### src/rtl/seq_pkg.sv
// Shared definitions for the countdown sequencer.
//
// Contents:
//   seq_state_e     - sequencer FSM states (IDLE, LOAD, RUN, REPORT)
//   CNT_W_DEF       - default count width (must match the down-counter)
//   PRESCALE_W_DEF  - default per-request divider width
//   TICK_W_DEF      - default width of the issued-pulse counter (count width + 1)
//   tick_width()    - tick counter width for a given count width
package seq_pkg;

    localparam int CNT_W_DEF      = 3;
    localparam int PRESCALE_W_DEF = 4;

    // A request of N produces N+1 enable pulses, so one extra bit is needed
    // to hold the pulse count for the largest request.
    function automatic int tick_width(input int cnt_w);
        return cnt_w + 1;
    endfunction

    localparam int TICK_W_DEF = tick_width(CNT_W_DEF);

    typedef enum logic [1:0] {
        IDLE   = 2'd0,
        LOAD   = 2'd1,
        RUN    = 2'd2,
        REPORT = 2'd3
    } seq_state_e;

endpackage

### src/rtl/seq_prescaler.sv
// Programmable prescaler for the countdown sequencer.
//
// Counts 0..div while enabled and raises tick for exactly the cycle in which
// the count equals div, wrapping back to 0 on that cycle. div=0 therefore
// ticks every enabled cycle; in general one tick per (div+1) enabled cycles.
//
// Ports:
//   clk     in   1   clock, rising edge
//   reset   in   1   synchronous, active-high reset
//   clear   in   1   synchronous clear of the count (restart a new period)
//   enable  in   1   count while high; tick is forced low when not enabled
//   div     in   W   divider minus one
//   tick    out  1   one-cycle pulse at count==div
module seq_prescaler #(
    parameter int W = 4
) (
    input  logic         clk,
    input  logic         reset,
    input  logic         clear,
    input  logic         enable,
    input  logic [W-1:0] div,
    output logic         tick
);

    logic [W-1:0] cnt_q;

    assign tick = enable && (cnt_q == div);

    always_ff @(posedge clk) begin
        if (reset || clear) begin
            cnt_q <= '0;
        end else if (enable) begin
            if (tick) begin
                cnt_q <= '0;
            end else begin
                cnt_q <= cnt_q + 1'b1;
            end
        end
    end

endmodule

### src/rtl/countdown_sequencer.sv
// Command front-end for the 3-bit down-counter.
//
// Accepts a count request over valid/ready, loads the counter, paces its
// count enable through a per-request prescaler, waits for the counter's done
// flag and returns the number of enable pulses issued as a completion record.
//
// Handshakes: a transfer happens on any rising edge where valid && ready are
// both high; a source holds valid and its payload stable until that edge and
// never withdraws it, a sink may raise or drop ready freely.
//
// Build option:
//   SEQ_AUTO_RELOAD_EN - when defined, a completion handshake with no new
//     request pending goes straight back to LOAD with the previously latched
//     count/div (periodic mode). A request presented during that handshake
//     is accepted instead (req_ready is high in REPORT while cmp_ready is).
//     When undefined, REPORT always returns to IDLE and req_ready is low
//     outside IDLE.
//
// Ports:
//   clk           in   1            clock, rising edge
//   reset         in   1            synchronous, active-high reset
//   req_valid     in   1            request present
//   req_ready     out  1            request can be accepted
//   req_count     in   CNT_W        value to load into the counter
//   req_div       in   PRESCALE_W   prescale divider minus one
//   abort         in   1            cancel a request in LOAD/RUN, no completion
//   cnt_count_to  out  CNT_W        counter count_to (latched request count)
//   cnt_load      out  1            counter load, one cycle per request
//   cnt_en        out  1            counter count enable
//   cnt_done      in   1            counter done flag
//   cmp_valid     out  1            completion record valid
//   cmp_ready     in   1            completion consumer ready
//   cmp_ticks     out  CNT_W+1      enable pulses issued for this request
//   busy          out  1            high in any state other than IDLE
//   dbg_state     out  2            current FSM state
module countdown_sequencer
    import seq_pkg::*;
#(
    parameter int CNT_W      = CNT_W_DEF,
    parameter int PRESCALE_W = PRESCALE_W_DEF
) (
    input  logic                  clk,
    input  logic                  reset,
    input  logic                  req_valid,
    output logic                  req_ready,
    input  logic [CNT_W-1:0]      req_count,
    input  logic [PRESCALE_W-1:0] req_div,
    input  logic                  abort,
    output logic [CNT_W-1:0]      cnt_count_to,
    output logic                  cnt_load,
    output logic                  cnt_en,
    input  logic                  cnt_done,
    output logic                  cmp_valid,
    input  logic                  cmp_ready,
    output logic [CNT_W:0]        cmp_ticks,
    output logic                  busy,
    output seq_state_e            dbg_state
);

    localparam int TICK_W = tick_width(CNT_W);
    localparam logic [TICK_W-1:0] TICK_MAX = '1;

    seq_state_e state, state_next;

    logic [CNT_W-1:0]      count_q, count_next;
    logic [PRESCALE_W-1:0] div_q, div_next;
    logic [TICK_W-1:0]     ticks_q, ticks_next;
    logic                  run_first_q, run_first_next;
    logic                  en_next;

    logic                  ready_q;
    logic                  busy_q;
    logic                  load_q;
    logic                  en_q;
    logic                  cmp_valid_q;

    logic                  accept;
    logic                  cmp_hs;
    logic                  presc_tick;
    logic [TICK_W-1:0]     tick_limit;

    // ------------------------------------------------------------------
    // Prescaler: restarted while loading, runs only in RUN.
    // ------------------------------------------------------------------
    seq_prescaler #(
        .W (PRESCALE_W)
    ) u_prescaler (
        .clk    (clk),
        .reset  (reset),
        .clear  (state == LOAD),
        .enable (state == RUN),
        .div    (div_q),
        .tick   (presc_tick)
    );

`ifdef SEQ_AUTO_RELOAD_EN
    // A new request may replace the periodic reload during the completion
    // handshake, so ready follows cmp_ready while reporting.
    assign req_ready = ready_q || ((state == REPORT) && cmp_ready);
`else
    assign req_ready = ready_q;
`endif

    assign accept = req_valid && req_ready;
    assign cmp_hs = cmp_valid_q && cmp_ready;

    // The counter's done is registered, so it shows up one cycle after the
    // final enable. Capping issued pulses at count+1 keeps the prescaler from
    // slipping an extra enable into that gap when div is small.
    assign tick_limit = {1'b0, count_q} + TICK_W'(1);

    // ------------------------------------------------------------------
    // Next-state and next-output logic
    // ------------------------------------------------------------------
    always_comb begin
        state_next     = state;
        count_next     = count_q;
        div_next       = div_q;
        ticks_next     = ticks_q;
        run_first_next = 1'b0;
        en_next        = 1'b0;

        case (state)
            IDLE: begin
                if (accept) begin
                    count_next = req_count;
                    div_next   = req_div;
                    state_next = LOAD;
                end
            end

            LOAD: begin
                ticks_next = '0;
                if (abort) begin
                    state_next = IDLE;
                end else begin
                    run_first_next = 1'b1;
                    state_next     = RUN;
                end
            end

            RUN: begin
                if (abort) begin
                    state_next = IDLE;
                end else if (!run_first_q && cnt_done) begin
                    // done may still carry the previous request's value in
                    // the first RUN cycle, hence the run_first guard.
                    state_next = REPORT;
                end else if (presc_tick && (ticks_q < tick_limit)) begin
                    en_next    = 1'b1;
                    ticks_next = (ticks_q == TICK_MAX) ? ticks_q : ticks_q + 1'b1;
                end
            end

            REPORT: begin
                if (cmp_hs) begin
`ifdef SEQ_AUTO_RELOAD_EN
                    if (accept) begin
                        count_next = req_count;
                        div_next   = req_div;
                    end
                    state_next = LOAD;
`else
                    state_next = IDLE;
`endif
                end
            end

            default: begin
                state_next = IDLE;
            end
        endcase
    end

    // ------------------------------------------------------------------
    // State and registered outputs. Every output is decoded from the next
    // state so it lines up with the state it belongs to.
    // ------------------------------------------------------------------
    always_ff @(posedge clk) begin
        if (reset) begin
            state       <= IDLE;
            count_q     <= '0;
            div_q       <= '0;
            ticks_q     <= '0;
            run_first_q <= 1'b0;
            ready_q     <= 1'b0;
            busy_q      <= 1'b0;
            load_q      <= 1'b0;
            en_q        <= 1'b0;
            cmp_valid_q <= 1'b0;
        end else begin
            state       <= state_next;
            count_q     <= count_next;
            div_q       <= div_next;
            ticks_q     <= ticks_next;
            run_first_q <= run_first_next;
            ready_q     <= (state_next == IDLE);
            busy_q      <= (state_next != IDLE);
            load_q      <= (state_next == LOAD);
            en_q        <= en_next;
            cmp_valid_q <= (state_next == REPORT);
        end
    end

    assign cnt_count_to = count_q;
    assign cnt_load     = load_q;
    assign cnt_en       = en_q;
    assign cmp_valid    = cmp_valid_q;
    assign cmp_ticks    = ticks_q;
    assign busy         = busy_q;
    assign dbg_state    = state;

endmodule

### config.mk
export PLATFORM = sky130hd
export DESIGN_NAME = countdown_sequencer
export DESIGN_NICKNAME = d
export VERILOG_FILES = /design/src/rtl/seq_pkg.sv /design/src/rtl/seq_prescaler.sv /design/src/rtl/countdown_sequencer.sv
export SDC_FILE = /design/constraint.sdc
export NUM_CORES = 1
export LEC_CHECK = 0
export CORE_MARGIN = 4
export CORE_UTILIZATION = 43
export DETAILED_ROUTE_END_ITERATION = 8
export MAX_ROUTING_LAYER = met4
export PLACE_DENSITY_LB_ADDON = 0.15
export SYNTH_ARGS = -nofsm -noshare
export SYNTH_HDL_FRONTEND = slang
export SYNTH_SLANG_ARGS = --single-unit
### constraint.sdc
create_clock -name clk -period 2.5 [get_ports clk]
set_clock_uncertainty 0.2 [all_clocks]
set_input_delay 0.5 -clock clk [delete_from_list [all_inputs] [get_ports clk]]
set_output_delay 0.5 -clock clk [all_outputs]
set_load 0.02 [all_outputs]
## Yosys cells after proc, flatten, opt, wreduce, memory -nomap -nowiden

Index checks and enable logic that the tools add are counted.

- Bitwise operators: 2
- Equal/unequal tests: 11
- Multiply operators: 0
- Divide/modulo/power cells: 0
- Multiplexer cells: 14
- Add/subtract/negate cells: 3
- $lt $le $gt $ge: 1
- Shift-type cells: 0
- Reductions and logical operators: 15

Operator list:

| operator | count |
|---|---|
| 4-bit 2-to-1 mux | 5 |
| 2-bit 2-to-1 mux | 5 |
| 4-bit by 1-bit adder with 4-bit output, second input constant | 2 |
| 2-bit inequality test, second input constant | 4 |
| 2-bit one-hot mux with 4 select lines | 1 |
| 4-bit one-hot mux with 2 select lines | 1 |
| 2-bit == test, second input constant | 3 |
| 1-bit logical AND | 5 |
| 5-bit AND reduction | 1 |
| 3-bit by 1-bit adder with 4-bit output, second input constant | 1 |
| 2-bit by 1-bit == test with 1-bit output, second input constant | 2 |
| 4-bit == test | 1 |
| 4-bit == test, second input constant | 1 |
| 2-bit zero test | 2 |
| 4-bit less-than comparator | 1 |
| 2-bit nonzero test | 2 |
| 4-bit OR reduction | 1 |
| 1-bit 2-to-1 mux | 2 |
| 1-bit inverter | 2 |
| 2-bit AND reduction | 1 |
| 2-bit OR reduction | 1 |
| 1-bit zero test | 1 |
| 1-bit logical OR | 1 |

- Memory bits (read-only): 0
- Bits in writable memories: 0
- Output and inout bits: 14
- Latch bits: 0
- Memories kept: 0
- Register bits: 23

## Longest topological paths before layout

Gate-level depths: netlist (run 1).

- Depth after elaboration: 7
- Mapped depth: 9

## Cells and area by module

From an unflattened synthesis (run 1), not the netlist that was laid out.

- Cells, all modules: 123
- Area total of the unflattened synthesis: 1,173.6 µm²

By module, submodules not included:

| module | area each (µm²) | times used | cells an instance |
|---|---|---|---|
| countdown_sequencer | 927.1 | 1 | 99 |
| seq_prescaler | 246.5 | 1 | 24 |

## Least setup slack after synthesis (run 1)

No wires, ideal clock.

- Path kind: reg2reg
- From: register count_q[0], in the netlist cnt_count_to[0]
- To: register ticks_q[3], in the netlist cmp_ticks[3]
- Setup slack: 0.015 ns
- Stages on the path, launching flop included: 10
- Required time: 2.212 ns
- Setup time: 0.088 ns
- Path buffers: 0
- Data arrival time: 2.197 ns
- Cells stage by stage: dfxtp_1 ha_1 inv_1 ha_1 o21a_1 o211ai_1 nand4_1 a2111oi_4 a41oi_1 a311oi_2

- Longest elaborated chain between the ends: 5

RTL lines:

| element | RTL line | text |
|---|---|---|
| start: declaration | countdown_sequencer.sv:65 | `logic [CNT_W-1:0] count_q, count_next;` |
| start signal: assignment | countdown_sequencer.sv:193 | `count_q <= count_next;` |
| 3-bit by 1-bit adder with 4-bit output | countdown_sequencer.sv:110 | `assign tick_limit = {1'b0, count_q} + TICK_W'(1);` |
| 4-bit less-than comparator | countdown_sequencer.sv:149 | `end else if (presc_tick && (ticks_q < tick_limit)) begin` |
| 1-bit logical AND | countdown_sequencer.sv:149 |  |
| 2-bit inequality test (no line) | n/a |  |
| 5-bit AND reduction (no line) | n/a |  |
| end signal: assignment | countdown_sequencer.sv:195 | `ticks_q <= ticks_next;` |
| end: declaration | countdown_sequencer.sv:67 | `logic [TICK_W-1:0] ticks_q, ticks_next;` |

No other way between the ends.
A chain may end at the register's enable or synchronous reset.

## Worst setup path in the final report (run 1)

- From: register state[0], in the netlist dbg_state[0]
- To: output dbg_state[0]

RTL lines:

| element | RTL line | text |
|---|---|---|
| start: declaration | countdown_sequencer.sv:63 | `seq_state_e state, state_next;` |
| start signal: assignment | countdown_sequencer.sv:192 | `state <= state_next;` |
| end: declaration | countdown_sequencer.sv:57 | `output seq_state_e dbg_state` |

No word-level cell between the ends.

==> flow_summary_export.csv, run 1 <==
group,metric,value,unit
power,powerDensity,445,mW/mm^2
timing,max_freq,424,MHz
worst_setup_path,reg2reg_from,"cnt_count_to[1]$_SDFFE_PP0P_",
timing,rsz0062_at_grt,"no",
yosys,synth.top_cells.by_count,"dfxtp_1 (23), nand2_1 (17), a21oi_1 (15)",
global_routing,antenna_found_initial,0,
cells_and_area,area_delta_synth_final,34.9,%
drt,drt_pre_antenna_iters,4,
place,port_buffers,26,
yosys,yosysTopAreaCell,"dfxtp_1",
worst_setup_path,worstSetupPathType,"flop to output port",
global_routing,gr-total-overflow,0,
worst_hold_path,hold_class,"flop to flop",
cells_and_area,diodes,0,
drt,routed_via_density,5.42,
place,place_area,0.00143,mm^2
yosys,synthCells,124,
worst_hold_path,hp-start,"div_q[0]$_SDFFE_PP0P_",
clock_network,cts_buffers,3,
worst_setup_path,crit_path_top_delay_cell,"clkdlybuf4s50_1",
worst_setup_path,crit_path_end_kind,"output port",
drt,ant_nets,0,
clock_network,hold_buffers,0,
die,io_pins,27,
global_routing,grt_max_degree,14,
drt,wl,2560,um
timing,final.setup.tns,0,ns
drt,via_count,1008,
timing,slew_headroom,0.675,
die,dieArea,0.00346,mm^2
timing,slew_violations,0,
worst_setup_path,startpoint,"dbg_state[0]$_SDFF_PP0_",
timing,finalCriticalPeriod,2.36,ns
clock_network,cts_tree,"yes",
yosys,synth.distinct_cells,37,
yosys,yosys-top-cells-area,"dfxtp_1 (41%), a21oi_1 (6.8%), ha_1 (6.8%)",
run_status,outcome,"complete, no violations",
die,start_util,0.448,
cells_and_area,final_cells,186,
worst_setup_path,crit_required,1.80,ns
yosys,synth_ff_type,"dfxtp_1",
die,fp-row-count,18,
die,dieHeight,58.8,um
cells_and_area,fin_area,0.00150,mm^2
yosys,async_flop_share,0,
drt,drt_first_iter_violations,40,
clock_network,clk_latency,0.32,ns
yosys,syn_area_per_cell,8.96,um^2
timing,hold_ws,0.277,ns
clock_network,h-tree-depth,1,
power,ir_worst_vdd,297,uV
yosys,synth_top_area_frac,0.414,
timing,tightest_slew,0.487,ns
cells_and_area,fin_nets,176,
yosys,synth_most_common_cell,"dfxtp_1",
cells_and_area,drive_gt1_frac,0.167,
worst_setup_path,crit_arrival,1.66,ns
power,total_power,0.667,mW
drt,drc,0,
yosys,synth_edf_count,0,
yosys,synth_fp_nets,143,
yosys,synth-seq-cells,23,
timing,fin_crit_sh,0.942,
clock_network,cts_sinks,23,
worst_setup_path,crit_family,"buffers and inverters",
worst_setup_path,critPathMaxFanout,13,
yosys,ys_warn_count,0,
power,p_leak,0.533,nW
place,routabilityCongestion,0.770,
clock_network,ctsLongestPathBuffers,2,
die,die_w,58.8,um
clock_network,clk_pin_slew_worst_paths,0.14,ns
timing,finalHoldViolations,0,
die,core,0.00248,mm^2
global_routing,grt_pass1_vias,964,
timing,setup_viol_count_final,0,
place,dp.cells,181,
clock_network,cts_root_buffer,"clkbuf_4",
yosys,seq_area_frac_synth,0.414,
worst_setup_path,slowest_delay,0.70,ns
global_routing,grt_usage,0.174,
job,max-cap-violations,0,
global_routing,grt_first_pass_wirelength,4440,um
drt,wl_per_cell,13.8,um
place,hpwl,1880,um
worst_setup_path,cp.buffers_inverters,1,
yosys,syn_area,0.00111,mm^2
worst_setup_path,path_cells,"clkdlybuf4s50_1",
worst_setup_path,critPathLaunchType,"flop",
[final cells by class]
type	instances	area, um^2
fill	244	978
sequential	23	463
timing repair buffer	33	313
inverter	4	15.0
clock inverter	1	5.00
tap	30	37.5
clock buffer	3	22.5
multi-input combinational	92	643
[power breakdown]
| part | leakage [nW] | switching, mW | internal, mW |
|---|---|---|---|
| clock network | 0.0177 | 0.116 | 0.0598 |
| logic | 0.328 | 0.0497 | 0.0526 |
| registers | 0.188 | 0.0104 | 0.378 |
| total | 0.533 | 0.176 | 0.490 |
[worst reg2reg max path, stage by stage (launching register included)]
cell and delay [ns]:
dfxtp_2 0.36, ha_4 0.26, inv_2 0.04, ha_4 0.22, o21a_1 0.09, o211ai_1 0.18
nand4_1 0.18, a2111oi_4 0.31, a41oi_1 0.18, a311oi_2 0.25
[per-layer routing]
metal  vias to the layer above  part of all wire  GRT usage
met3                         4             0.053     0.0395
met2                        28              0.46      0.256
met1                       468              0.47      0.228
li1                        508                 -          -
met5                         -                 0          -
met4                         0             0.015     0.0777
[per-stage QoR]
step | util | setup slack, ns
2_1_floorplan | - | 0.0152
3_3_place_gp | 0.578 | 0.0978
3_5_place_dp | 0.578 | 0.0405
4_1_cts | 0.589 | 0.0110
5_1_grt | 0.605 | 0.0206
6_report | 0.605 | 0.144
[sequential cells by signal (all words and copies together) (netlist names)]
signal and cells:
run_first_q 1, cmp_ticks 4, cnt_load 1, busy 1, req_ready 1, dbg_state 2, u_prescaler.cnt_q 4, cmp_valid 1
cnt_count_to 3, div_q 4, cnt_en 1
[cell families (layout without fill, tap and decap cells)]
logic type / count (synthesis) / after routing / share of synthesized area
and+or+nand+nor: 48 / 48 / 0.230
DFF: 23 / 23 / 0.414
xor gates and xnor gates: 6 / 6 / 0.0473
muxes: 1 / 1 / 0.00901
buffers and inverters: 9 / 41 / 0.0338
AOI/OAI and AO/OA: 31 / 31 / 0.198
adders and majority gates: 6 / 6 / 0.0676
[cells in the final DEF (no fill, tap or decap), types with 3 or more instances in the layout]
| master | n |
|---|---|
| clkdlybuf4s50_1 | 26 |
| dfxtp_1 | 21 |
| nand2_1 | 17 |
| a21oi_1 | 15 |
| buf_4 | 7 |
| nor2_1 | 6 |
| nand3_1 | 4 |
| o21ai_0 | 4 |
| ha_1 | 4 |
| xnor2_1 | 3 |
| xor2_1 | 3 |
| nor3_1 | 3 |
| o211ai_1 | 3 |
| clkbuf_4 | 3 |
[path summary, 6_finish.rpt]
kind	endpoint	slack (ns)	depth (start not counted)
setup / recovery	dbg_state[0]	0.14	1
hold / removal	div_q[0]$_SDFFE_PP0P_	0.28	2
setup reg to reg	cmp_ticks[3]$_SDFFE_PP0P_	0.15	9
hold reg to reg	div_q[0]$_SDFFE_PP0P_	0.28	2
[repair_timing]
action | 4_1_cts | 5_1_grt
endpoints found under the hold margin | 0 | 0
setup buffers | 0 | 1
resized for setup | 0 | 6
setup endpoints to repair | 0 | 4
Note: power is estimated with default switching activity, not from simulation.
==> inputs of run 2 (changes only) <==
==> constraint.sdc (replaced) <==
create_clock -name clk -period 2.5 [get_ports clk]
set_clock_uncertainty 0.2 [all_clocks]
set_input_delay 0.625 -clock clk [delete_from_list [all_inputs] [get_ports clk]]
set_output_delay 0.625 -clock clk [all_outputs]
set_load 0.02 [all_outputs]
==> run 2 against run 1 <==
Effect of this change:
- the run now ends with negative setup slack left
- register-to-register slack worse by 0.19 ns
- routed wire length grew 0.39%
- sequential cell count unchanged
- via count shrank 1.8%
- first-iteration DRC count down 63%
- combinational power hardly changed
- sequential power hardly changed
- non-clock buffer count decreased by 1
- cell count decreased by 0.54%
- count of clock-buffer cells in the layout did not move
- critical path depth up 8
- largest cell class unchanged
- highest routed layer unchanged
==> flow_summary_export.csv, run 2 (synthesis results as in run 1) <==
group,metric,value,unit
die,fp-row-count,18,
timing,setup_slack,-0.0411,ns
place,port_buffers,26,
worst_setup_path,crit_path_end_kind,"flop",
drt,via_count,990,
timing,max_freq,394,MHz
cells_and_area,fin_nets,175,
place,dp.cells,179,
die,core,0.00248,mm^2
worst_hold_path,hold_class,"flop to flop",
timing,rsz0062_at_grt,"yes",
die,io_pins,27,
clock_network,clk_latency,0.33,ns
global_routing,grt_usage,0.169,
cells_and_area,mostFrequentLayoutCells,"clkdlybuf4s50_1 (26), dfxtp_1 (21), nand2_1 (17)",
timing,hold_ws,0.279,ns
cells_and_area,final_cells,185,
clock_network,cts_sinks,23,
worst_setup_path,crit_required,2.56,ns
global_routing,gr-total-overflow,0,
die,dieArea,0.00346,mm^2
clock_network,h-tree-depth,1,
cells_and_area,final_common_cell,"clkdlybuf4s50_1",
global_routing,antenna_found_initial,0,
power,powerDensity,448,mW/mm^2
clock_network,clk_pin_slew_worst_paths,0.14,ns
job,max-cap-violations,0,
worst_setup_path,worstSetupPathType,"flop to flop",
drt,drt_pre_antenna_iters,4,
cells_and_area,drive_gt1_frac,0.161,
timing,slew_violations,0,
place,hpwl,1890,um
global_routing,grt_max_degree,23,
timing,finalCriticalPeriod,2.54,ns
drt,drt_first_iter_violations,15,
worst_hold_path,whs_path_depth,2,
global_routing,grt_pass1_vias,955,
worst_setup_path,critPathLaunchType,"flop",
drt,routed_via_density,5.35,
die,start_util,0.448,
timing,tightest_slew,0.390,ns
die,dieHeight,58.8,um
timing,fin_crit_sh,1.02,
global_routing,grt_first_pass_wirelength,4320,um
power,clock_power_share,0.271,
worst_setup_path,r2r.worst_path.cells,9,
power,p_switching,0.182,mW
power,combPwrFrac,0.153,
power,p_leak,0.531,nW
drt,ant_nets,0,
worst_setup_path,crit_arrival,2.60,ns
cells_and_area,diodes,0,
drt,drc,0,
timing,finalHoldViolations,0,
cells_and_area,area_delta_synth_final,34.7,%
drt,wl,2570,um
place,routabilityCongestion,0.757,
clock_network,cts_root_buffer,"clkbuf_4",
clock_network,ctsLongestPathBuffers,2,
power,swShare,0.271,
drt,wl_per_cell,13.9,um
timing,slew_headroom,0.740,
timing,setup_viol_count_final,4,
power,seq_power_share,0.576,
die,die_w,58.8,um
run_status,violations,"negative setup slack",
clock_network,cts_buffers,3,
power,internal-power,0.489,mW
power,ir_worst_vdd,341,uV
worst_setup_path,critPathMaxFanout,4,
run_status,outcome,"finished, violations left",
cells_and_area,fin_area,0.00150,mm^2
clock_network,cts_tree,"yes",
clock_network,hold_buffers,0,
power,total_power,0.671,mW
place,place_area,0.00142,mm^2
run 2: worst paths after layout:
| check | from | to | slack (ns) |
|---|---|---|---|
| hold / removal | div_q[0]$_SDFFE_PP0P_ | div_q[0]$_SDFFE_PP0P_ | 0.28 |
| setup / recovery | cnt_count_to[1]$_SDFFE_PP0P_ | cmp_ticks[1]$_SDFFE_PP0P_ | -0.04 |
| setup reg to reg | cnt_count_to[1]$_SDFFE_PP0P_ | cmp_ticks[1]$_SDFFE_PP0P_ | -0.04 |
| hold reg to reg | div_q[0]$_SDFFE_PP0P_ | div_q[0]$_SDFFE_PP0P_ | 0.28 |
run 2: power groups by stage:
stage	clock network, mW	logic (mW)	registers (mW)
final	0.182	0.103	0.386
after global routing	0.203	0.113	0.388
after global placement	0	0.0973	0.394
after CTS	0.188	0.0997	0.386
after detailed placement	0	0.0992	0.394
after floorplan	0	0.0436	0.402
run 2: what timing repair did:
item,4_1_cts,5_1_grt
setup buffers,0,2
pin swaps,1,9
setup endpoints to repair,2,4
resized for setup,0,7
run 2: metal layers:
metal	track usage	share of wire
met1	0.225	0.49
met2	0.238	0.44
met3	0.0307	0.044
met4	0.0971	0.026
met5	-	0
run 2: layout make-up:
type	count	area (um^2)
well taps	30	37.5
inverters	4	15.0
fillers	234	981
flip-flops and latches	23	465
multi-input cells	92	646
clock buffers	3	22.5
repair buffers	32	305
clock inverters	1	5.00
run 2: worst max-delay path, stage by stage (launching register included):
cell	delay, ns
dfxtp_4	0.38
ha_4	0.25
inv_2	0.04
ha_4	0.22
o21a_1	0.09
o211ai_1	0.17
nand4_1	0.21
a2111oi_4	0.48
o22a_2	0.26
mux2i_1	0.18
run 2: per-stage QoR:
step	setup TNS, ns	util	setup slack, ns
after floorplan	0	-	0.0152
after global placement	0	0.572	0.0754
after detailed placement	-0.0360	0.572	-0.0360
after CTS	0	0.583	0.0223
after global routing	-0.566	0.604	-0.161
final	-0.0922	0.604	-0.0411
==> variant (flow settings as in run 2) <==
Build with the macro `SEQ_AUTO_RELOAD_EN` defined.
--- a/src/rtl/countdown_sequencer.sv
+++ b/src/rtl/countdown_sequencer.sv
@@ -34,4 +34,6 @@
 //   busy          out  1            high in any state other than IDLE
 //   dbg_state     out  2            current FSM state
+`define SEQ_AUTO_RELOAD_EN
+
 module countdown_sequencer
     import seq_pkg::*;
Formal check against the unedited RTL: not equivalent (a bounded check fails within 10 cycles, from zero or initial values and one cycle with reset high).
==> variant against run 2 <==
Sequential cell count unchanged; wire length up 6.1%; non-clock buffer count unchanged; cell area up 2.8%; area after synthesis up 4.8%; power up 0.60%; sequential share of layout area down 0.75 points; count of clock-buffer cells in the layout unchanged; setup slack better by 0.12 ns; critical path depth down 6.
==> variant: results <==
[timing]
max_slew.worst_pin.slew_ns = 0.4214
worst_hold_slack_ns = 0.3304
maxClockFrequency_mhz = 412.8

[synthesis]
post_synth_main_area_contributors = dfxtp_1, mux2i_1, ha_1, nor2_1, nand3_1
netlist_instances = 131
synth.yosys.seq_area_share_pct = 39.53
commonest_cells_in_the_netlist = dfxtp_1, nor2_1, mux2i_1, nand3_1
flop_and_latch_count_out_of_synthesis = 23
mappedNetlistNets = 150

[cts]
insertion_delay_ns = 0.31
cts_buffer_depth = 2
cts_inserted_buffers = 3
cts_resized = 1
path_clk_slew_ns = 0.12
post_cts.repair.setup_buffers = 0

[global_route]
first_global_vias = 1067
wire_length_of_the_first_global_routing_pass_um = 4471
maximum_number_of_pins_on_one_net_before_global_route_repair = 15
global_route.usage.total_pct = 16.80

[route]
routed_via_density = 5.714
met1Wirelength_um = 1180
route.met2.wl_um = 1354
drt_first_iter_violations = 19
route.final.wire_length_um = 2727
route.top_layer_used = met4
met3_length_um = 172

[power_and_ir_drop]
irDropWorstVdd_mv = 0.3195
p_switching_w = 0.0001796
power.leakage_nw = 0.5899

[final_layout]
final_cells = 192
multi_input_area_share_pct = 44.67
non_clk_buf_share_pct = 19.77
final_net_count = 182
final_layout_size_suffix_gt1_share_pct = 13.58
layout.comb_gates.multi_input = 99
clock_tree_area_fraction_pct = 1.790
nFillCells = 223
flip_flop_and_latch_share_of_the_layout_cell_area_pct = 30.35

[placed_design]
detailed_place_hpwl_um = 2011
post-place-ws_ns = -0.1687
post-place-cells = 188
place_congestion = 0.8510
portBuffers = 26

[critical_path]
critical_path.max_fanout = 2
worst-r2r-setup-slack_ns = 0.10
signal_arrival_time_at_the_worst_endpoint_ns = 1.60

[status]
outcome = completed
[variant: cell types whose count changed in the layout (fill, tap and decap cells not counted), sizes merged, moves of 3 or more]
cell,delta
nand2,-9
xor2,-3
o311ai,+3
o21ai,-3
mux2i,+8
nor2,+8
a21oi,-7
nand3,+4
[variant: cells by family (layout without fill, tap and decap cells)]
family	after synthesis	after routing	synth area share, %
AND/OR/NAND/NOR	57	57	25.24
flip-flops	23	23	39.53
AO/OA/AOI/OAI	22	22	13.64
multiplexers	9	9	7.734
buffers and inverters	9	40	3.651
adder cells (fa/ha/maj)	6	6	6.445
XOR/XNOR	5	5	3.759
[variant: power by group through the flow]
stage | logic [W] | registers [W] | clock network (W)
after floorplan | 0.0000521 | 0.000403 | 0
after global placement | 0.000106 | 0.000398 | 0
after detailed placement | 0.000108 | 0.000399 | 0
after CTS | 0.000107 | 0.000391 | 0.000184
after global routing | 0.000119 | 0.000393 | 0.000198
final | 0.000108 | 0.000391 | 0.000176
[variant: metrics by stage]
stage | utilization (%) | instance area (µm²)
after detailed placement | 58.68 | 1480
after CTS | 59.72 | 1506
after global placement | 58.68 | 1480
after global routing | 60.96 | 1538
final | 60.96 | 1538
after floorplan | - | 1165
[variant: final timing paths]
| kind | startpoint | to | cells after the start |
|---|---|---|---|
| worst min register to register | div_q[2] | div_q[2] | 2 |
| worst min-delay path | div_q[2] | div_q[2] | 2 |
| worst max register to register | cnt_count_to[0] | cmp_ticks[1] | 8 |
| worst max-delay path | cmp_ready | req_ready | 3 |
[variant: per-layer routing]
metal	vias up	track usage, %
li1	542	-
met1	522	20.18
met2	31	27.62
met3	2	2.376
met4	0	7.595
met5	-	-
[variant: worst max-delay path, stage by stage]
cell and delay (ns):
clkdlybuf4s50_1 0.42, a31o_2 0.24, dlygate4sd2_1 0.31
